`config.mk`:
```
export PLATFORM = sky130hd
export DESIGN_NAME = align_operands
export DESIGN_NICKNAME = d
export VERILOG_FILES = /design/src/rtl/align_operands.sv
export SDC_FILE = /design/constraint.sdc
export NUM_CORES = 1
export LEC_CHECK = 0
export ABC_AREA = 1
export CAP_MARGIN = 25
export CELL_PAD_IN_SITES_DETAIL_PLACEMENT = 1
export CELL_PAD_IN_SITES_GLOBAL_PLACEMENT = 1
export CORE_MARGIN = 2
export CORE_UTILIZATION = 39
export CTS_CLUSTER_SIZE = 16
export DETAILED_ROUTE_END_ITERATION = 10
export GPL_TIMING_DRIVEN = 0
export PLACE_DENSITY_LB_ADDON = 0.1
export SETUP_SLACK_MARGIN = 0.2
export SLEW_MARGIN = 30
export SYNTH_ARGS = -nofsm -noshare
export SYNTH_HDL_FRONTEND = slang
export SYNTH_SLANG_ARGS = --single-unit
export TNS_END_PERCENT = 50
```
`constraint.sdc`:
```
create_clock -name clk -period 5.3 [get_ports clk]
set_input_delay 1.06 -clock clk [delete_from_list [all_inputs] [get_ports clk]]
set_output_delay 1.06 -clock clk [all_outputs]
set_load 0.02 [all_outputs]
```
`src/rtl/align_operands.sv`:
```
// rtl/align_operands.sv - IEEE754 single-precision operand alignment ahead of the adder.
// Optional sticky accumulation of shifted-out bits is enabled by defining ALIGN_STICKY_EN.
module align_operands #(
  parameter int SHIFT_STEP = 1,
  parameter int MAX_SHIFT  = 25
) (
  input  logic        clk,
  input  logic        rst_n,
  input  logic        in_valid,
  output logic        in_ready,
  input  logic [31:0] a_in,
  input  logic [31:0] b_in,
  input  logic        op_in,
  output logic        out_valid,
  input  logic        out_ready,
  output logic [31:0] frac_large,
  output logic [31:0] frac_small,
  output logic [7:0]  exponent_out,
  output logic        sign_large,
  output logic        sign_small,
  output logic        op_out,
  output logic        swapped,
  output logic        sticky_out
);

  typedef enum logic [1:0] {
    IDLE  = 2'd0,
    SHIFT = 2'd1,
    DONE  = 2'd2
  } state_t;

  localparam logic [7:0] STEP_W = 8'(SHIFT_STEP);
  localparam logic [7:0] MAX_W  = 8'(MAX_SHIFT);

  state_t      state;
  logic [7:0]  remaining;

  logic [7:0]  a_exp_eff;
  logic [7:0]  b_exp_eff;
  logic [31:0] a_frac;
  logic [31:0] b_frac;
  logic        b_larger;
  logic [7:0]  diff_in;
  logic [31:0] small_in;
  logic [7:0]  step;
  logic [31:0] shifted;
  logic        accept;

  // Denormals get hidden bit 0 and effective exponent 1; NaN/Inf are just exponent 255.
  always_comb begin
    a_exp_eff = (a_in[30:23] == 8'd0) ? 8'd1 : a_in[30:23];
    b_exp_eff = (b_in[30:23] == 8'd0) ? 8'd1 : b_in[30:23];
    a_frac    = {8'd0, (a_in[30:23] != 8'd0), a_in[22:0]};
    b_frac    = {8'd0, (b_in[30:23] != 8'd0), b_in[22:0]};
    b_larger  = {b_exp_eff, b_frac[23:0]} > {a_exp_eff, a_frac[23:0]};
    diff_in   = b_larger ? (b_exp_eff - a_exp_eff) : (a_exp_eff - b_exp_eff);
    small_in  = b_larger ? a_frac : b_frac;
    step      = (remaining < STEP_W) ? remaining : STEP_W;
    shifted   = frac_small >> step;
  end

  assign accept    = in_valid && (state == IDLE);
  assign in_ready  = (state == IDLE);
  assign out_valid = (state == DONE);

  always_ff @(posedge clk or negedge rst_n) begin
    if (!rst_n) begin
      state        <= IDLE;
      remaining    <= 8'd0;
      frac_large   <= 32'd0;
      frac_small   <= 32'd0;
      exponent_out <= 8'd0;
      sign_large   <= 1'b0;
      sign_small   <= 1'b0;
      op_out       <= 1'b0;
      swapped      <= 1'b0;
    end else begin
      case (state)
        IDLE: begin
          if (accept) begin
            frac_large   <= b_larger ? b_frac : a_frac;
            sign_large   <= b_larger ? b_in[31] : a_in[31];
            sign_small   <= b_larger ? a_in[31] : b_in[31];
            exponent_out <= b_larger ? b_exp_eff : a_exp_eff;
            op_out       <= op_in;
            swapped      <= b_larger;
            if (diff_in == 8'd0) begin
              frac_small <= small_in;
              remaining  <= 8'd0;
              state      <= DONE;
            end else if (diff_in > MAX_W) begin
              // Too far apart for any bit to survive: skip the iteration entirely.
              frac_small <= 32'd0;
              remaining  <= 8'd0;
              state      <= DONE;
            end else begin
              frac_small <= small_in;
              remaining  <= diff_in;
              state      <= SHIFT;
            end
          end
        end
        SHIFT: begin
          frac_small <= shifted;
          remaining  <= remaining - step;
          if (remaining == step) begin
            state <= DONE;
          end
        end
        DONE: begin
          if (out_ready) begin
            state <= IDLE;
          end
        end
        default: state <= IDLE;
      endcase
    end
  end

`ifdef ALIGN_STICKY_EN
  logic        sticky;
  logic [31:0] lost_mask;

  assign lost_mask = (32'd1 << step) - 32'd1;

  always_ff @(posedge clk or negedge rst_n) begin
    if (!rst_n) begin
      sticky <= 1'b0;
    end else if (accept) begin
      sticky <= (diff_in > MAX_W) ? (|small_in) : 1'b0;
    end else if (state == SHIFT) begin
      sticky <= sticky | (|(frac_small & lost_mask));
    end
  end

  assign sticky_out = sticky;
`else
  assign sticky_out = 1'b0;
`endif

endmodule

```
* Word level (Yosys, flattened, before mapping)
Index checks and enable logic that the tools add are counted.
** Word-level totals
- Flip-flop bits (word level) :: 86
- Word-level logic and storage cells :: 56
** Cells by class
- Add/subtract/negate cells :: 3
- Magnitude comparators :: 3
- Equal/unequal tests :: 6
- Shifts and indexed selects :: 1
- Mux-type cells :: 23
- Reduce and logical (&&, ||, !) cells :: 11
** Operators by type and width (number)
- 24-bit 2-to-1 mux :: 4
- 8-bit 2-to-1 mux :: 8
- 32-bit case mux with 2 select lines :: 1
- 32-bit > comparator :: 1
- 32-bit 2-to-1 mux :: 1
- 32-bit by 8-bit >> shifter with 32-bit output :: 1
- 8-bit logical NOT :: 3
- 8-bit subtractor :: 3
- 8-bit case mux with 2 select lines :: 1
- 8-bit nonzero test :: 2
- 2-bit 2-to-1 mux :: 5
- 8-bit equality test :: 1
- 8-bit by 5-bit > comparator with 1-bit output, second input constant :: 1
- 8-bit by 1-bit less-than comparator with 1-bit output, second input constant :: 1
- 2-bit case mux with 3 select lines :: 1
- 2-bit by 1-bit != test with 1-bit output, second input constant :: 2
- 2-bit AND reduction :: 2
- 3-bit AND reduction :: 1
- 2-bit by 1-bit equality test with 1-bit output, second input constant :: 1
- 2-bit equality test, second input constant :: 1
- 2-bit logical NOT :: 1
- 1-bit 2-to-1 mux :: 2
- 2-bit != test, second input constant :: 1
- 2-bit nonzero test :: 1
- 1-bit logical AND :: 1

* Longest topological paths before layout
Gate-level depths: netlist (run 1).
- Word-level depth :: 9
- Gate-level depth with buffers :: 23
- Mapped depth without buffers :: 22

* Worst setup path after synthesis (run 1)
OpenSTA, ideal clock, no wires.
- Path type :: in2reg
- From :: input port b_in[25]
- To :: register frac_small[5]
- Library setup time :: 0.073 ns
- Arrival time :: 3.417 ns
- Slack :: 1.810 ns
- Stages :: 19
- Buffers on the path :: 2
- Cell sequence :: nor4_1 > inv_1 > nor2_1 > inv_1 > ha_1 > nand2_1 > nor2_1 > nand3_1 > nor2_4 > nand4_4 > nand2_4 > buf_6 > nand2_1 > nand2_2 > nand4_4 > nor2_8 > buf_8 > nand2_1 > a21oi_2
** Between the ends
- Longest elaborated chain between the ends :: 9
- Elaborated cells between the ends (all ways) :: 14
- Classes of those cells :: add/sub (2); order compare (2); mux (7); reduce/logical (3)
** Ends and longest elaborated chain
- from (decl) :: RTL line 12 : input logic [31:0] b_in,
- 8-bit logical NOT :: RTL line 52 : b_exp_eff = (b_in[30:23] == 8'd0) ? 8'd1 : b_in[30:23];
- 8-bit 2-to-1 mux :: RTL line 52
- 32-bit > comparator or 8-bit subtractor (tied branches) :: RTL line 55, 56
- 8-bit 2-to-1 mux :: RTL line 56 : diff_in = b_larger ? (b_exp_eff - a_exp_eff) : (a_exp_eff - b_exp_eff);
- 8-bit by 5-bit > comparator with 1-bit output :: RTL line 91 : end else if (diff_in > MAX_W) begin
- 24-bit 2-to-1 mux :: RTL line 91
- 24-bit 2-to-1 mux * :: RTL line 87 : if (diff_in == 8'd0) begin
- 32-bit 2-to-1 mux * :: RTL line 80 : if (accept) begin
- 32-bit case mux with 2 select lines * :: RTL line 78 : case (state)
- to (signal assigned) :: RTL line 88 : frac_small <= small_in;
- to (signal assigned) :: RTL line 97 : frac_small <= small_in;
- to (signal assigned) :: RTL line 104 : frac_small <= shifted;
- to (decl) :: RTL line 17 : output logic [31:0] frac_small,
Every way passes the cells marked *; elsewhere a longest branch is shown, timed or not. The select of a mux whose other input is x is not followed.
A chain may end at the register's enable or synchronous reset.

* Worst setup path after layout (run 1)
- From :: input port a_in[27]
- To :: register frac_small[10]
** Between the ends
- Longest elaborated chain between the ends :: 9
- Elaborated cells between the ends (all ways) :: 14
- Classes of those cells :: add/sub (2); order compare (2); mux (7); reduce/logical (3)
** Ends and longest elaborated chain
- from (decl) :: RTL line 11 : input logic [31:0] a_in,
- 8-bit logical NOT :: RTL line 51 : a_exp_eff = (a_in[30:23] == 8'd0) ? 8'd1 : a_in[30:23];
- 8-bit 2-to-1 mux :: RTL line 51
- 32-bit > comparator or 8-bit subtractor (tied branches) :: RTL line 55, 56
- 8-bit 2-to-1 mux :: RTL line 56
- 8-bit by 5-bit > comparator with 1-bit output :: RTL line 91
- 24-bit 2-to-1 mux :: RTL line 91
- 24-bit 2-to-1 mux * :: RTL line 87
- 32-bit 2-to-1 mux * :: RTL line 80
- 32-bit case mux with 2 select lines * :: RTL line 78
Marks and branches as above.

==> results by group, run 1 <==
Status
  – Status: completed

STA
  – Worst slew pin tran: ~680 ps
  – Tmin final: 4550 ps
  – Final setup vio count: 0
  – Fmax: around 0.22 GHz
  – Post-Route Skew: 8.78 ps
  – Slew margin rel.: a little over half
  – Slew Viols, Final: 0
  – Setup TNS: 0 ps
  – Fin crit share: a little under nine tenths
  – Final hold slack: approximately 490 ps
  – RSZ-0062 raised after global routing: false
  – Hold Violations, Final: 0

Die
  – Die width: 131 microns
  – Core box area: ~0.016 sq mm
  – Cell Rows: between 40 and 50
  – Ports: about 150
  – Total die area: around 0.017 sq mm
  – Starting Density: between 30% and 40%
  – Die Y: 131 microns

Critical path
  – Crit path kind: primary input to flip-flop
  – WP data required: around 5600 ps
  – Reg2Reg Capture Point: state[1]
  – Worst Setup End Kind: flip-flop
  – CP startpoint kind: primary input
  – Arrival time at the worst endpoint: 4830 ps
  – Worst reg2reg setup slack: between 2000 and 3000 ps
  – R2R depth: 10
  – RR Startpoint: remaining[0]
  – CP Max Fanout: 10

Place
  – Final GP Congestion: ~0.85
  – Post-DP Area: approximately 0.0080 sq mm
  – Post-DP HPWL: between 15000 and 20000 microns
  – PortBufs: about 140

Synth
  – EDFF count, synth: 0
  – Yosys reg bits: slightly below 80
  – Yosys warns: 0
  – Dominant cell type by area after synthesis: dfrtp_1
  – Avg Cell Area, Syn: slightly below 7 sq um
  – Post-synth top area share: 31.3%
  – Post-synth ARST share: 100%
  – Seq/Total Area, Yosys: 31.3%
  – Netlist cell types: 43
  – Top post-synthesis cells by area: dfrtp_1, nand2_1, o21ai_0
  – Top FF cell, synth: dfrtp_1
  – Synth Cell Area: approximately 0.0062 sq mm
  – Post-Syn Instances: 916

Detailed routing
  – DRT antenna net count: 0
  – Number of vias per cell: 5.00
  – # DRC: 0
  – Routed wire length: between 20000 and 25000 microns
  – Initial DRC Count: between 300 and 400
  – Drt pass-1 iters: 5
  – WL/cell: roughly 16 microns
  – Vias: 6486

Clock network
  – Hold-fix buffers, CTS: 0
  – Clock transition at path regs: 70 ps
  – PostCTS Resize Cnt: 0
  – H-tree levels: 3
  – Sink Count: between 70 and 80
  – Clk buf depth: 2
  – Number of CTS-inserted buffers: 9
  – Root buf cell: clkbuf_16
  – CTS tree: done
  – Post-CTS Setup Inserts: 0
  – Clk_lat worst skew: roughly 350 ps

Hold path
  – Worst hold path startpoint: frac_large[11]
  – Hold Path Cell Cnt: 2
  – HP Class: flip-flop to flip-flop
  – End of the worst hold path: frac_large[11]

Power
  – Pwr dens: ~500 mW/mm^2
  – Total power: ~4100 uW
  – Maximum vdd drop: about 0.00021 V
  – Lkg Pwr: roughly 0.0042 uW

Cells and area
  – Nets@finish: about 1200
  – Layout cell share with drive strength beyond 1: between 8 and 9%
  – Final instance area: ~0.0083 sq mm
  – Area grow syn2layout: 32.3%
  – Final Core Density: 52.4%

Global route
  – First-pass GRT wire length: roughly 34000 microns
  – Tot GR Track Use: around 25%
  – Grt ovf: 0
  – Vias in the first global route: between 6000 and 7000
  – Initial antenna violation count: 1
  – Largest net degree at the start of global routing: 54

Flow run
  – Max cap viols: 0
[worst max-delay path: stages]
cell and delay, ps:
clkdlybuf4s50_1 480, nor4_1 570, nand4_1 310, inv_1 200, nor2_1 90, ha_1 310
nand2_1 70, inv_1 60, nand3_2 130, a21oi_2 150, nor2_1 80, nand2_4 120
nand2_4 80, buf_6 150, inv_2 90, buf_2 220, o21ai_0 100, a21oi_1 300
nand2_2 110, a21oi_2 130
[layout make-up]
cell class / instances / area (sq um)
fill: 2080 / 7510
multi-input combinational: 624 / 3420
sequential: 78 / 1950
timing repair buffer: 139 / 1410
inverter: 166 / 623
buffer: 56 / 282
tap: 216 / 270
clock buffer: 11 / 243
clock inverter: 5 / 58.8
antenna: 1 / 2.50
[kinds of logic after synthesis]
kind of cell | count (synthesis) | share of synthesized area [%]
other | 1 | 0.0601
xor gates and xnor gates | 9 | 1.26
AOI/OAI and AO/OA | 238 | 21.0
muxes | 1 | 0.180
buffers and inverters | 222 | 14.5
DFF | 78 | 31.3
adders and majority gates | 42 | 8.66
and+or+nand+nor | 325 | 23.0
[routing by layer]
| metal | share of wire (%) | vias to the layer above | track usage, % |
|---|---|---|---|
| li1 | - | 3201 | - |
| met1 | 48 | 3102 | 34.8 |
| met2 | 46 | 154 | 41.9 |
| met3 | 3.9 | 29 | 3.22 |
| met4 | 2.1 | 0 | 7.95 |
| met5 | 0 | - | 0 |
[cells in the final DEF (no fill, tap or decap), drive strengths merged, types with 3 or more instances in the layout]
master,n
nand2,206
inv,164
clkdlybuf4s50,137
o21ai,132
a21oi,82
dfrtp,78
nor2,76
clkbuf,47
ha,40
nand3,23
buf,22
conb,9
nand4,8
xor2,7
o22ai,7
o21bai,5
nor3,5
or2,4
clkinv,4
nor4,3
a21o,3
a31oi,3
a211oi,3
[synth_stat cells, types with 2 or more instances]
cell	count
nand2_1	182
inv_1	159
o21ai_0	130
dfrtp_1	78
nor2_1	72
a21oi_1	62
ha_1	40
clkbuf_1	36
nand2_2	22
nand3_1	22
a21oi_2	20
buf_4	9
o22ai_1	7
xor2_1	7
buf_2	6
nand4_1	6
inv_2	5
o21bai_1	5
nor3_1	4
or2_2	4
a211oi_1	3
a21o_1	3
a31oi_1	3
nor4_1	3
buf_1	2
buf_8	2
clkinv_1	2
fa_1	2
nand2_4	2
nand4_4	2
nor2_2	2
o21ai_1	2
xnor2_1	2
[how the worst max path moves through the flow]
stage / to / slack, ps / from / depth (start not counted)
3_3_place_gp: frac_large[17] / 90 / rst_n / 1
4_1_cts: frac_large[11] / 750 / a_in[28] / 17
3_5_place_dp: frac_large[11] / 410 / a_in[27] / 17
6_report: frac_small[10] / 750 / a_in[27] / 20
2_1_floorplan: frac_small[5] / 1810 / b_in[25] / 19
5_1_grt: frac_large[11] / 470 / a_in[27] / 17
[through the flow]
step           cells  setup slack, ps
6_report        1296              750
5_1_grt         1296              475
4_1_cts         1295              755
3_5_place_dp    1279              410
3_3_place_gp    1278             90.3
2_1_floorplan    924             1810
[state kept, by name, summed over array words and instances, names as in the netlist]
name          cells
exponent_out      8
frac_large       24
frac_small       32
op_out            1
remaining         8
sign_large        1
sign_small        1
state             2
swapped           1
[report_power, final]
group,total [uW],switching [uW],leakage (uW),internal (uW)
Combinational,2400,1450,0.00306,944
Clock,658,279,0.000142,379
Sequential,1080,215,0.000971,860
Total,4130,1950,0.00417,2180
Note: power is estimated with default switching activity, not from simulation.
==> run 2, diff against run 1 <==
Settings changed: PLACE_DENSITY set to 0.84, PLACE_DENSITY_LB_ADDON 0.1 to unset.
==> run 2 against run 1 <==
Clock power decreased by 2%; register-to-register slack worse by 60 ps; worst setup slack better by 50 ps; final cell count is 0.15% lower; fmax increased by 1.1%; largest cell class unchanged; highest routed layer is now met5.
==> results by group, run 2 (same netlist as run 1, synthesis figures left out) <==
Status
  – Status: completed

Hold path
  – HP Class: flip-flop to flip-flop

Power
  – Lkg Pwr: between 0.004 and 0.005 uW
  – Total power: a little over 4000 uW
  – Pwr dens: 504 mW/mm^2
  – Maximum vdd drop: about 0.00023 V

Clock network
  – Sink Count: just under 80
  – Clock transition at path regs: roughly 60 ps
  – H-tree levels: 3
  – Clk_lat worst skew: 360 ps
  – Post-CTS Setup Inserts: 0
  – CTS tree: done
  – Root buf cell: clkbuf_16
  – PostCTS Resize Cnt: 0
  – Clk buf depth: 2
  – Hold-fix buffers, CTS: 0
  – Number of CTS-inserted buffers: 9

Flow run
  – Max cap viols: 0

Critical path
  – CP startpoint kind: primary input
  – Worst Setup End Kind: flip-flop
  – Cells along the critical path: clkdlybuf4s50_1 -> nor4_1 -> inv_1 -> nor2_1 -> inv_1 -> ha_1 -> nand2_1 -> nor2_1 -> nand3_1 -> nor2_4 -> nand4_4 -> nand2_4 -> buf_6 -> buf_2 -> clkbuf_1 -> o21ai_0 -> nand2_1
  – CP max stage cell: clkdlybuf4s50_1
  – Arrival time at the worst endpoint: around 4800 ps
  – Crit path kind: primary input to flip-flop
  – WP data required: approximately 5600 ps
  – CP Max Fanout: 10
  – Largest incremental delay on the critical path: just over 500 ps

Cells and area
  – Area grow syn2layout: 32.0%
  – Final std cells w/o fill: 1294
  – Leading cell type in the layout, fill and taps excluded: nand2_1
  – Layout cell share with drive strength beyond 1: between 8 and 9%
  – Nets@finish: 1185
  – Ant. Diodes: 0
  – Most frequent cells in the layout: nand2_1, inv_1, clkdlybuf4s50_1
  – Biggest regs: frac_small (32), frac_large (24)
  – Max FFs per register: 32
  – Largest reg by FF count: frac_small

Die
  – Die Y: between 100 and 150 microns
  – Ports: roughly 150
  – Starting Density: between 30% and 40%
  – Core box area: between 0.015 and 0.02 sq mm
  – Cell Rows: 46
  – Total die area: roughly 0.017 sq mm
  – Die width: between 100 and 150 microns

Global route
  – Vias in the first global route: about 7000
  – Grt ovf: 0
  – First-pass GRT wire length: 34900 microns
  – Tot GR Track Use: a little over a quarter
  – Initial antenna violation count: 1
  – Largest net degree at the start of global routing: 41

Place
  – Post-DP HPWL: about 17000 microns
  – Final GP Congestion: around 0.88
  – PortBufs: 138
  – Post-Place Cells: 1279

STA
  – Fmax: approximately 0.22 GHz
  – Hold Violations, Final: 0
  – Fin crit share: 84.9%
  – RSZ-0062 raised after global routing: false
  – Tmin final: roughly 4500 ps
  – Worst slew pin tran: ~690 ps
  – Slew Viols, Final: 0
  – Slew margin rel.: between 50 and 60%
  – Setup TNS: 0 ps
  – Final setup vio count: 0
  – Post-Route Skew: ~6.5 ps

Detailed routing
  – Number of vias per cell: roughly 5
  – Vias: between 6000 and 7000
  – Drt pass-1 iters: 5
  – DRT antenna net count: 0
  – WL/cell: 16.6 microns
  – # DRC: 0
  – Initial DRC Count: approximately 350
  – Routed wire length: about 21000 microns
==> run 2: cell type report <==
type | instances | area [sq um]
Timing Repair Buffer | 139 | 1400
Clock buffer | 12 | 246
Tap cell | 216 | 270
Buffer | 56 | 282
Inverter | 166 | 623
Fill cell | 2113 | 7530
Clock inverter | 3 | 45.0
Multi-Input combinational cell | 624 | 3420
Sequential cell | 78 | 1950
==> run 2: final timing paths <==
| check | startpoint | endpoint | slack, ps | cells past startpoint |
|---|---|---|---|---|
| worst max-delay path | b_in[25] | frac_large[16] | 800 | 17 |
| worst min-delay path | frac_large[18] | frac_large[18] | 480 | 2 |
| worst max register to register | remaining[2] | state[1] | 2540 | 10 |
| worst min register to register | frac_large[18] | frac_large[18] | 480 | 2 |
| max in group asynchronous | rst_n | frac_large[22] | 4120 | 2 |
| min in group asynchronous | rst_n | frac_small[11] | 610 | 1 |
==> run 2: routing by layer <==
layer	track usage [%]	part of all wire [%]
met1	35.0	46
met2	45.3	49
met3	3.46	3.7
met4	6.88	1.3
met5	0	0.051
==> run 2: power breakdown <==
group          total (uW)  internal [uW]  switching (uW)
Sequential           1080            860             223
Clock                 647            376             271
Combinational        2420            943            1470
==> run 2: worst max-delay path, delay by kind of cell <==
family | cells | cell delay, ps
adders and majority gates | 1 | 320
buffers and inverters | 6 | 1500
AOI/OAI and AO/OA | 1 | 220
and+or+nand+nor | 9 | 1690
==> run 2: per-stage QoR <==
stage / hold slack, ps / util, % / cell area, sq um / setup slack (ps)
after CTS: 481 / 52.2 / 8240 / 784
final: 480 / 52.2 / 8240 / 801
after detailed placement: 464 / 50.4 / 7950 / 490
after floorplan: 476 / - / 6270 / 1810
after global routing: 514 / 52.2 / 8240 / 519
after global placement: 463 / 50.2 / 7920 / 149
==> run 3, diff against run 2 <==
Settings changed: CORE_UTILIZATION 39 to 36, PLACE_DENSITY 0.84 to 0.78.
Clock period 5.3 ns to 4.2 ns, I/O delays scaled along.
==> run 3 against run 2 <==
Die area is 8.1% higher; clock power is 27% higher; worst setup slack worse by 470 ps; sequential share of layout area is 0.53 points lower; critical path depth is 3 higher; final cell count is 1.0% higher; flip-flop and latch count stayed put; sequential power is 26% higher; critical path type unchanged; highest routed layer is now met4; global-route usage is 2.2 points lower; clock skew is 1.8 ps lower; via count is 2.3% lower; routed wire length is 0.38% lower.
==> results by group, run 3 (same netlist as run 1, synthesis figures left out) <==
Global route
  – Grt met1 use: a little under a third
  – Tot GR Track Use: 24.2%
  – Initial antenna violation count: 0
  – Gr busiest metal: met2
  – Vias in the first global route: roughly 6800
  – Grt ovf: 0
  – Largest net degree at the start of global routing: 46
  – GRT met3 Usage: under 10%
  – Met2 Use GR: about two fifths
  – First-pass GRT wire length: between 30000 and 40000 microns

Die
  – Die Y: roughly 140 microns
  – Cell Rows: between 40 and 50
  – Die width: around 140 microns
  – Ports: about 150
  – Core box area: roughly 0.017 sq mm
  – Total die area: 0.0184 sq mm
  – Starting Density: a little over a third

Detailed routing
  – WL/cell: ~16 microns
  – Vias: roughly 6400
  – Number of vias per cell: a little under 5
  – Initial DRC Count: approximately 240
  – Drt pass-1 iters: 4
  – # DRC: 0
  – Routed wire length: approximately 21000 microns
  – DRT antenna net count: 0

Clock network
  – Clock transition at path regs: approximately 60 ps
  – Number of CTS-inserted buffers: 9
  – H-tree levels: 3
  – CTS tree: done
  – Clk buf depth: 2
  – Clk_lat worst skew: between 300 and 400 ps
  – Root buf cell: clkbuf_16
  – Sink Count: 78

Cells and area
  – Ant. Diodes: 0
  – Most frequent cells in the layout: nand2_1, inv_1, clkdlybuf4s50_1
  – Largest reg by FF count: frac_small
  – Leading cell type in the layout, fill and taps excluded: nand2_1
  – Final instance area: 0.00843 sq mm
  – Layout cell share with drive strength beyond 1: roughly an eighth
  – Max FFs per register: 32
  – Nets@finish: approximately 1200
  – Biggest regs: frac_small (32), frac_large (24)
  – Area grow syn2layout: 35.0%
  – Final std cells w/o fill: roughly 1300

Place
  – PortBufs: roughly 140
  – Post-DP HPWL: 16800 microns
  – Post-DP Area: around 0.008 sq mm
  – Final GP Congestion: between 0.8 and 0.9
  – Post-Place Cells: approximately 1300

Hold path
  – HP Class: primary input to async pin

Critical path
  – WP data required: 4480 ps
  – Worst reg2reg setup slack: roughly 1600 ps
  – Cells along the critical path: clkdlybuf4s50_1 -> nor4_2 -> inv_1 -> nor2_4 -> inv_1 -> ha_1 -> nand2_2 -> nor2_4 -> nand4_1 -> nor2_1 -> nand2_1 -> nand2_4 -> nand2_4 -> buf_6 -> inv_2 -> clkbuf_4 -> o21ai_0 -> a21oi_1 -> nand2_1 -> a21oi_2
  – Arrival time at the worst endpoint: between 4000 and 5000 ps
  – CP Max Fanout: 10
  – Cell family with most CP delay: simple AND/OR/NAND/NOR gates
  – CP startpoint kind: primary input
  – Worst Setup End Kind: flip-flop
  – Largest incremental delay on the critical path: roughly 470 ps
  – Buf+Inv Stages, Crit Path: 6
  – Crit path kind: primary input to flip-flop
  – CP max stage cell: clkdlybuf4s50_1

STA
  – Slew Viols, Final: 0
  – RSZ-0062 raised after global routing: false
  – Tmin final: ~3900 ps
  – Slew margin rel.: 58.9%
  – Hold Violations, Final: 0
  – Setup TNS: 0 ps
  – Post-Route Skew: 4.62 ps
  – Final setup vio count: 0
  – Fin crit share: between 90% and 100%
  – Fmax: 0.258 GHz
  – Worst slew pin tran: roughly 600 ps
  – Final hold slack: around 370 ps

Power
  – Lkg Pwr: between 0.004 and 0.005 uW
  – Total power: 5240 uW
  – Pwr dens: 622 mW/mm^2
  – Maximum vdd drop: around 0.00029 V

Status
  – Status: completed

Flow run
  – Max cap viols: 0
## run 3: path summary, 6_finish.rpt
kind	from	endpoint	depth (start not counted)
max in group asynchronous	rst_n	op_out	2
setup reg to reg	remaining[0]	state[1]	10
min in group clk	frac_large[16]	frac_large[16]	2
setup / recovery	b_in[23]	frac_small[5]	20
hold / removal	rst_n	frac_small[12]	1
hold reg to reg	frac_large[16]	frac_large[16]	2
## run 3: cell type report
class / count / area (sq um)
timing repair buffer: 143 / 1450
clock inverter: 3 / 43.8
tap: 225 / 282
fill: 2230 / 8690
clock buffer: 12 / 256
multi-input combinational: 624 / 3510
buffer: 56 / 303
inverter: 166 / 623
sequential: 78 / 1950
## run 3: timing repair
action                                  in CTS  in global routing
hold buffers                                 0                  0
endpoints found under the setup margin      66                 66
resized for setup                            8                 36
pin swaps                                    2                  3
buffers inserted                             1                  3
## run 3: through the flow
stage / utilization, % / setup slack [ps]
2_1_floorplan: - / 930
6_report: 49.2 / 327
3_5_place_dp: 46.5 / -531
4_1_cts: 48.5 / 203
3_3_place_gp: 46.4 / -831
5_1_grt: 49.2 / 153
## run 3: power breakdown
group / switching, uW / internal (uW) / leakage [uW] / total, uW
Clock: 334 / 490 / 0.000149 / 824
Combinational: 1840 / 1210 / 0.00312 / 3050
Sequential: 278 / 1090 / 0.000971 / 1360
## run 3: metal layers
layer	wire [microns]	vias to the layer above
li1	-	3197
met1	9980	3019
met2	10000	125
met3	894	28
met4	467	0
met5	0	-
